## src/rtl/lsu_unit.sv

```systemverilog
// Load/store unit: accepts one ALU-stage op at a time, issues a single
// word-aligned memory request for loads/stores, extracts and sign/zero-extends
// load data, and forwards non-memory ALU results straight to writeback.
// Optional build macro LSU_MISALIGN_CHK_EN: misaligned H/W accesses are
// aborted with an error pulse instead of being issued.
//
// state | meaning
// IDLE  | ready for a new op; pass-through results are produced from here
// REQ   | dmem_req asserted, waiting for dmem_gnt
// WAIT  | load granted, waiting for dmem_rvalid or response timeout
module lsu_unit #(
  parameter int RESP_TMO = 255
) (
  input  logic        CLK,
  input  logic        RSTN,
  input  logic        alu_out_vld,
  input  logic [31:0] alu_out,
  input  logic [31:0] alu_rs2_data,
  input  logic [4:0]  alu_rd,
  input  logic        alu_rd_wen,
  input  logic [3:0]  alu_LS,
  input  logic        alu_lsign,
  output logic        lsu_ready,
  output logic        dmem_req,
  output logic        dmem_we,
  output logic [31:0] dmem_addr,
  output logic [3:0]  dmem_be,
  output logic [31:0] dmem_wdata,
  input  logic        dmem_gnt,
  input  logic        dmem_rvalid,
  input  logic [31:0] dmem_rdata,
  output logic        lsu_vld,
  output logic [4:0]  lsu_rd,
  output logic        lsu_rd_wen,
  output logic [31:0] lsu_wdata,
  output logic        lsu_err
);

  typedef enum logic [1:0] {IDLE = 2'd0, REQ = 2'd1, WAIT = 2'd2} state_t;

  localparam logic [7:0] TMO_C = 8'(RESP_TMO);

  state_t      state_q;
  logic        is_load_q;
  logic [1:0]  size_q;
  logic        sign_q;
  logic [1:0]  addr_lo_q;
  logic [4:0]  rd_q;
  logic        rd_wen_q;
  logic [7:0]  cnt_q;

  logic        misalign;
  logic [3:0]  be_d;
  logic [31:0] wdata_d;
  logic [4:0]  shamt;
  logic [31:0] rd_shift;
  logic [31:0] load_data;

  assign lsu_ready = (state_q == IDLE);

`ifdef LSU_MISALIGN_CHK_EN
  assign misalign = ((alu_LS[1:0] == 2'b01) && alu_out[0]) ||
                    (alu_LS[1] && (alu_out[1:0] != 2'b00));
`else
  assign misalign = 1'b0;
`endif

  // Byte enables and lane-replicated store data for the op presented in IDLE.
  always_comb begin
    be_d    = 4'b1111;
    wdata_d = alu_rs2_data;
    case (alu_LS[1:0])
      2'b00: begin
        be_d    = 4'b0001 << alu_out[1:0];
        wdata_d = {4{alu_rs2_data[7:0]}};
      end
      2'b01: begin
        be_d    = 4'b0011 << {alu_out[1], 1'b0};
        wdata_d = {2{alu_rs2_data[15:0]}};
      end
      default: begin
        be_d    = 4'b1111;
        wdata_d = alu_rs2_data;
      end
    endcase
  end

  // Load data alignment and sign/zero extension from the captured access.
  always_comb begin
    shamt     = 5'd0;
    rd_shift  = 32'd0;
    load_data = 32'd0;
    case (size_q)
      2'b00:   shamt = {addr_lo_q, 3'b000};
      2'b01:   shamt = {addr_lo_q[1], 4'b0000};
      default: shamt = 5'd0;
    endcase
    rd_shift = dmem_rdata >> shamt;
    case (size_q)
      2'b00:   load_data = {{24{rd_shift[7] & sign_q}}, rd_shift[7:0]};
      2'b01:   load_data = {{16{rd_shift[15] & sign_q}}, rd_shift[15:0]};
      default: load_data = rd_shift;
    endcase
  end

  // Control FSM with registered memory and writeback outputs.
  always_ff @(posedge CLK) begin
    if (!RSTN) begin
      state_q    <= IDLE;
      is_load_q  <= 1'b0;
      size_q     <= 2'b00;
      sign_q     <= 1'b0;
      addr_lo_q  <= 2'b00;
      rd_q       <= 5'd0;
      rd_wen_q   <= 1'b0;
      cnt_q      <= 8'd0;
      dmem_req   <= 1'b0;
      dmem_we    <= 1'b0;
      dmem_addr  <= 32'd0;
      dmem_be    <= 4'd0;
      dmem_wdata <= 32'd0;
      lsu_vld    <= 1'b0;
      lsu_rd     <= 5'd0;
      lsu_rd_wen <= 1'b0;
      lsu_wdata  <= 32'd0;
      lsu_err    <= 1'b0;
    end else begin
      lsu_vld <= 1'b0;
      lsu_err <= 1'b0;
      case (state_q)
        IDLE: begin
          if (alu_out_vld) begin
            if (alu_LS[3] || alu_LS[2]) begin
              if (misalign) begin
                lsu_vld    <= 1'b1;
                lsu_rd     <= alu_rd;
                lsu_rd_wen <= 1'b0;
                lsu_err    <= 1'b1;
              end else begin
                state_q    <= REQ;
                is_load_q  <= alu_LS[3];
                size_q     <= alu_LS[1:0];
                sign_q     <= alu_lsign;
                addr_lo_q  <= alu_out[1:0];
                rd_q       <= alu_rd;
                rd_wen_q   <= alu_rd_wen;
                dmem_req   <= 1'b1;
                dmem_we    <= ~alu_LS[3];
                dmem_addr  <= {alu_out[31:2], 2'b00};
                dmem_be    <= be_d;
                dmem_wdata <= alu_LS[3] ? 32'd0 : wdata_d;
              end
            end else begin
              lsu_vld    <= 1'b1;
              lsu_wdata  <= alu_out;
              lsu_rd     <= alu_rd;
              lsu_rd_wen <= alu_rd_wen & (alu_rd != 5'd0);
            end
          end
        end
        REQ: begin
          if (dmem_gnt) begin
            dmem_req <= 1'b0;
            if (is_load_q) begin
              state_q <= WAIT;
              cnt_q   <= 8'd0;
            end else begin
              state_q    <= IDLE;
              lsu_vld    <= 1'b1;
              lsu_rd     <= rd_q;
              lsu_rd_wen <= 1'b0;
            end
          end
        end
        WAIT: begin
          if (dmem_rvalid) begin
            state_q    <= IDLE;
            lsu_vld    <= 1'b1;
            lsu_wdata  <= load_data;
            lsu_rd     <= rd_q;
            lsu_rd_wen <= rd_wen_q & (rd_q != 5'd0);
          end else if (cnt_q == TMO_C) begin
            state_q    <= IDLE;
            lsu_vld    <= 1'b1;
            lsu_rd     <= rd_q;
            lsu_rd_wen <= 1'b0;
            lsu_err    <= 1'b1;
          end else begin
            cnt_q <= cnt_q + 8'd1;
          end
        end
        default: state_q <= IDLE;
      endcase
    end
  end

endmodule

```

## config.mk

```make
export PLATFORM = sky130hd
export DESIGN_NAME = lsu_unit
export DESIGN_NICKNAME = d
export VERILOG_FILES = /design/src/rtl/lsu_unit.sv
export SDC_FILE = /design/constraint.sdc
export NUM_CORES = 1
export LEC_CHECK = 0
export CORE_MARGIN = 2
export CORE_UTILIZATION = 46
export CTS_BUF_LIST = sky130_fd_sc_hd__clkbuf_8
export CTS_CLUSTER_DIAMETER = 60
export DETAILED_ROUTE_END_ITERATION = 10
export GPL_ROUTABILITY_DRIVEN = 0
export MAX_ROUTING_LAYER = met4
export PLACE_DENSITY = 0.78
export SLEW_MARGIN = 10
export SYNTH_ARGS = -nofsm -noshare
export SYNTH_HDL_FRONTEND = slang
export SYNTH_SLANG_ARGS = --single-unit
```

## constraint.sdc

```tcl
create_clock -name CLK -period 2.3 [get_ports CLK]
set_clock_uncertainty 0.05 [all_clocks]
set_input_delay 0.46 -clock CLK [delete_from_list [all_inputs] [get_ports CLK]]
set_output_delay 0.46 -clock CLK [all_outputs]
set_load 0.1 [all_outputs]
```

## Word-level counts from Yosys, hierarchy flattened

Cells that the tools add are included.

- Bitwise logic cells: 7
- Equality and inequality tests: 15
- Shifts and indexed selects: 3
- Reduce and logical (&&, ||, !) cells: 17
- Multiply operators: 0
- Muxes and demuxes: 46
- Divide/modulo/power cells: 0
- Magnitude comparators: 0
- $add $sub $neg: 1

Operator list:

| operator | count |
|---|---|
| $pmux 32 s2 | 3 |
| $mux 32 | 4 |
| $mux 8 | 4 |
| $shr 32x5->32 | 1 |
| $mux 5 | 6 |
| $ne 2x2->1 const B | 8 |
| $pmux 8 s2 | 1 |
| $mux 1 | 15 |
| $pmux 5 s3 | 1 |
| $mux 2 | 6 |
| $reduce_and 4->1 | 3 |
| $pmux 5 s2 | 1 |
| $reduce_bool 5->1 | 2 |
| $add 8x1->8 const B | 1 |
| $eq 8x8->1 const B | 1 |
| $pmux 4 s2 | 1 |
| $eq 2x1->1 const B | 3 |
| $logic_not 2->1 | 3 |
| $pmux 1 s3 | 2 |
| $pmux 2 s3 | 1 |
| $reduce_and 6->1 | 1 |
| $reduce_bool 2->1 | 3 |
| $reduce_and 5->1 | 1 |
| $and 1x1->1 | 4 |
| 11 further kinds | 13 |

- Register bits: 130
- Memory bits (read-only): 0
- RAM bits: 0
- Bits in latches: 0
- Bits of input ports: 112
- Logic and storage cells: 107
- Memories: 0
- Output and inout port bits: 111

## Longest topological paths before layout

- Depth in word-level cells: 7
- Gate-level depth with buffers: 9
- Gate-level depth less buffers: 7

## Worst setup path before layout

OpenSTA, ideal clock, no wires.

- Kind: register -> register
- Start: register state_q[0]
- End: register dmem_wdata[24]
- Setup slack: -0.295 ns
- Arrival: 2.477 ns
- Period minus slack after synthesis: 2.595 ns
- Path buffers: 1
- Stages on the path, launching flop included: 8
- Required time: 2.182 ns
- Setup time: 0.068 ns
- Path through: dfxtp_1 inv_1 ha_1 nand3_1 nor2_1 clkbuf_1 a22oi_1 nor2_1

- Cells in the longest elaborated chain, start to end: 2

Ends and longest elaborated chain:

| what | line | text |
|---|---|---|
| start: declaration | 43 | `state_t state_q;` |
| start signal: assignment | 109 | `state_q <= IDLE;` |
| start signal: assignment | 140 | `state_q <= REQ;` |
| start signal: assignment | 165 | `state_q <= WAIT;` |
| $logic_not 2->1 | -- |  |
| net lsu_ready | 23 | `output logic lsu_ready,` |
| $reduce_and 3->1 (no line) | -- |  |
| end signal: assignment | 151 | `dmem_wdata <= alu_LS[3] ? 32'd0 : wdata_d;` |
| end: declaration | 28 | `output logic [31:0] dmem_wdata,` |

The timed path passes the listed nets, and every way through them passes these cells.
A chain may end at the register's enable or synchronous reset.

## Final worst setup path

- Start: register state_q[0]
- End: register cnt_q[5]

- Cells in the longest elaborated chain, start to end: 3
- Elaborated cells between the ends (all ways): 9
- Those cells by class: eq/ne: 6; mux: 1; reduce/logical: 2

Ends and longest elaborated chain:

| what | line | text |
|---|---|---|
| $eq 2x2->1 or $eq 2x1->1 (tied branches) | 130 | `case (state_q)` |
| $ne 2x2->1 (no line) or $reduce_bool 2->1 (tied branches) | -- |  |
| $reduce_and 5->1 (no line) | -- |  |
| end signal: assignment | 189 | `cnt_q <= cnt_q + 8'd1;` |
| end: declaration | 50 | `logic [7:0] cnt_q;` |

Several ways; a longest one is shown, not always the timed one.

==> impl_results.md <==
* Maximum frequency from static timing analysis at 486.0 MHz
* Slowest Stage Delay on Critical Path at 0.60 ns
* Worst hold slack after final layout at 0.4083 ns
* Unrepaired setup endpoints after global routing: false
* Power per standard cell area at 764.4 nW/µm²
* Post-route clock period utilization at 89.47%
* Clock Tree Buf Depth at 2
* Final max-slew violation count at 0
* H-tree Lvls at 4
* Number of flip-flops and latches in the synthesized netlist at 130
* GRT Util Overall at 27.89%
* Worst Tran Pin Value at 0.7249 ns
* Max-slew headroom at 51.62%
* I/O Pins at 223
* Wire length of the first global-routing pass at 30,740 µm
* Layout net count at 1,049
* Area growth syn-to-layout at 43.81%
* Core Rows at 42
* Vert. Die Dim at 119.1 µm
* Worst-path maximum fanout at 6
* Clock-pin transition on the worst setup and hold timing paths at 0.08 ns
* Element type at the critical path start: flip-flop
* Clock root cell: sky130_fd_sc_hd__clkbuf_8
* Hpwl dp at 14,620 µm
* Antenna violations before repair at 0
* Post-synthesis cell type count at 54
* Most used cell along the critical path: sky130_fd_sc_hd__inv_1
* Final Critical Period at 2.058 ns
* TritonCTS clock tree: done
* Die width at 119.1 µm
* Number of I/O port buffers at 220
* Largest net degree at the start of global routing at 69
* Predominant post-synthesis flop cell: sky130_fd_sc_hd__dfxtp_1
* Violation count after the first detailed-route iteration at 498
* Cts hold-fix bufs at 0
* Final count of negative-setup-slack endpoints at 0
* CP Data Arrival Time at 2.31 ns
* Pleak at 3.427 nW
* Mean post-synth cell area at 8.453 µm²
* Status: finished, final reports clean
* Antenna viol nets, final at 0
* Detailed-router iteration count before antenna repair at 6
* FILL cells at 1,080
* Final hold viol count at 0
* Startpoint-to-endpoint class of the critical path: flip-flop to flip-flop
* Insertion delay of the later-clocked pin in the worst-skew pair at 0.42 ns
* Via count of the first global-routing pass at 5,989
* Met2 usage in global routing at 45.47%
* Most frequent standard cell in the layout excluding fill and tap cells: sky130_fd_sc_hd__buf_4
* Worst endpoint required time at 2.55 ns
* Setup bufs post-CTS at 0
* Routed via count at 6,306
* Wirelength, routed at 19,740 µm
* Core outline area at 13,090 µm²
* Path category of the worst min-delay check: flip-flop to flip-flop
* Floorplan die area at 14,190 µm²
* GRT met1 Usage at 33.72%
* Buffer and inverter count on the worst path at 2
* Number of enable flip-flop cells after synthesis at 0
* Sequential fraction of the synthesis area at 42.70%
* Post-DP Area at 8344 µm²
* Async set-reset flop share out of synthesis at 0%
* Fin area at 8765 µm²
* Cell with the largest stage delay on the worst path: sky130_fd_sc_hd__a2111oi_0
* Via-to-Cell Ratio at 5.625
* YS warnings at 0
* Starting density of the core at 46.58%
* Total standard cell area after synthesis at 6095 µm²
* Post-detailed-route DRC marker count at 0
* Overflow left after global routing at 0
* Number of gates given a new drive strength after cts at 0
* Area of the multi-input gates at 3221 µm²
* Reg area at 2603 µm²
* Cell family contributing the most delay on the critical path: compound AO/OA/AOI/OAI gates
* Busiest layer in global routing: met2
* Inserted Clock Buffers at 17
* Worst vdd ir at 0.4226 mV
* Most frequent cells in the layout: sky130_fd_sc_hd__buf_4 (136), sky130_fd_sc_hd__dfxtp_1 (130), sky130_fd_sc_hd__nand2_1 (119)
* GR met3 Demand/Resource at 7.471%
* Routed wire length per instance at 17.61 µm
* Antenna diodes at 0
* Cell breakdown of the critical path: inv_1 > ha_1 > inv_1 > o21a_1 > a2111oi_0 > xnor2_1 > nor2_1
* Number of instances in the synthesized netlist at 721
* Critical Path End Type: flip-flop
* Proportion of layout cells with a drive suffix above 1 at 21.69%
* Max-cap violations at 0
* Sink Count at 130
-- layer usage --
layer / vias up / share of wire (%)
met1: 2962 / 42
met4: 0 / 1.9
met3: 30 / 8.8
li1: 3008 / -
met5: - / 0
met2: 306 / 48
-- flip-flops by register name (all words and copies together), names as in the netlist --
signal	cells
addr_lo_q	2
cnt_q	8
dmem_addr	30
dmem_be	4
dmem_req	1
dmem_wdata	32
dmem_we	1
is_load_q	1
lsu_err	1
lsu_rd	5
lsu_rd_wen	1
lsu_vld	1
lsu_wdata	32
rd_q	5
rd_wen_q	1
sign_q	1
size_q	2
state_q	2
-- area by class of cell --
type | count | area share, %
multi-input cells | 518 | 36.75
clock inverters | 12 | 1.513
well taps | 176 | 2.512
inverters | 11 | 0.4711
repair buffers | 254 | 25.92
flip-flops and latches | 130 | 29.69
clock buffers | 20 | 3.141
-- cells in the mapped netlist, types with 3 or more instances --
master | count | area [µm²]
sky130_fd_sc_hd__a211oi_1 | 4 | 30.03
sky130_fd_sc_hd__a21oi_1 | 99 | 495.5
sky130_fd_sc_hd__a22o_1 | 7 | 61.31
sky130_fd_sc_hd__a22oi_1 | 24 | 180.2
sky130_fd_sc_hd__a311oi_1 | 6 | 52.55
sky130_fd_sc_hd__a31oi_1 | 4 | 25.02
sky130_fd_sc_hd__a32oi_1 | 16 | 140.1
sky130_fd_sc_hd__buf_1 | 11 | 41.29
sky130_fd_sc_hd__buf_2 | 11 | 55.05
sky130_fd_sc_hd__buf_4 | 3 | 22.52
sky130_fd_sc_hd__clkbuf_1 | 37 | 138.9
sky130_fd_sc_hd__dfxtp_1 | 130 | 2603
sky130_fd_sc_hd__ha_1 | 5 | 62.56
sky130_fd_sc_hd__inv_1 | 11 | 41.29
sky130_fd_sc_hd__mux2_2 | 8 | 90.09
sky130_fd_sc_hd__mux2i_1 | 30 | 300.3
sky130_fd_sc_hd__mux4_2 | 7 | 157.7
sky130_fd_sc_hd__nand2_1 | 119 | 446.7
sky130_fd_sc_hd__nand2b_1 | 20 | 125.1
sky130_fd_sc_hd__nand3_1 | 4 | 20.02
sky130_fd_sc_hd__nand3b_1 | 9 | 67.56
sky130_fd_sc_hd__nand4_1 | 3 | 18.77
sky130_fd_sc_hd__nor2_1 | 42 | 157.7
sky130_fd_sc_hd__nor2b_1 | 5 | 31.28
sky130_fd_sc_hd__nor3_1 | 9 | 45.04
sky130_fd_sc_hd__o211ai_1 | 9 | 67.56
sky130_fd_sc_hd__o21ai_0 | 40 | 200.2
sky130_fd_sc_hd__o21bai_1 | 7 | 52.55
sky130_fd_sc_hd__o22ai_1 | 8 | 50.05
sky130_fd_sc_hd__xnor2_1 | 5 | 43.79
-- through the flow --
stage,power (mW),setup slack (ns),TNS (ns),cells,utilization (%)
after floorplan,4.096,0.1143,0,722,-
after global placement,4.745,-0.1204,-2.768,1089,63.77
after detailed placement,4.778,-0.2461,-5.636,1089,63.77
after CTS,6.736,0.08561,0,1121,66.89
after global routing,6.937,0.08831,0,1121,66.98
final,6.700,0.2423,0,1121,66.98
-- worst reg2reg max path, cell delays in order (launching register included) --
cell	delay, ns
sky130_fd_sc_hd__dfxtp_1	0.35
sky130_fd_sc_hd__inv_1	0.10
sky130_fd_sc_hd__ha_1	0.28
sky130_fd_sc_hd__inv_1	0.08
sky130_fd_sc_hd__o21a_1	0.25
sky130_fd_sc_hd__a2111oi_0	0.60
sky130_fd_sc_hd__xnor2_1	0.19
sky130_fd_sc_hd__nor2_1	0.05
-- kinds of logic after synthesis --
logic type                 after synthesis  share of synthesized area (%)
other                                    1                        0.06153
muxes                                   45                          8.992
DFF                                    130                          42.70
xor gates and xnor gates                 5                         0.7185
AOI/OAI and AO/OA                      241                          25.21
buffers and inverters                   74                          5.091
adders and majority gates                5                          1.026
and+or+nand+nor                        220                          16.20
-- path summary, 6_finish.rpt --
kind	startpoint	to	slack, ns	cells past startpoint
setup / recovery	state_q[0]	cnt_q[5]	0.24	7
hold / removal	dmem_wdata[1]	dmem_wdata[1]	0.41	2
setup reg to reg	state_q[0]	cnt_q[5]	0.24	7
hold reg to reg	dmem_wdata[1]	dmem_wdata[1]	0.41	2
-- power by group --
group	switching [mW]	total (mW)	internal (mW)
Clock	0.910	1.96	1.05
Sequential	0.0966	2.50	2.41
Combinational	1.59	2.24	0.648
Power figures use the tool's default switching activity.
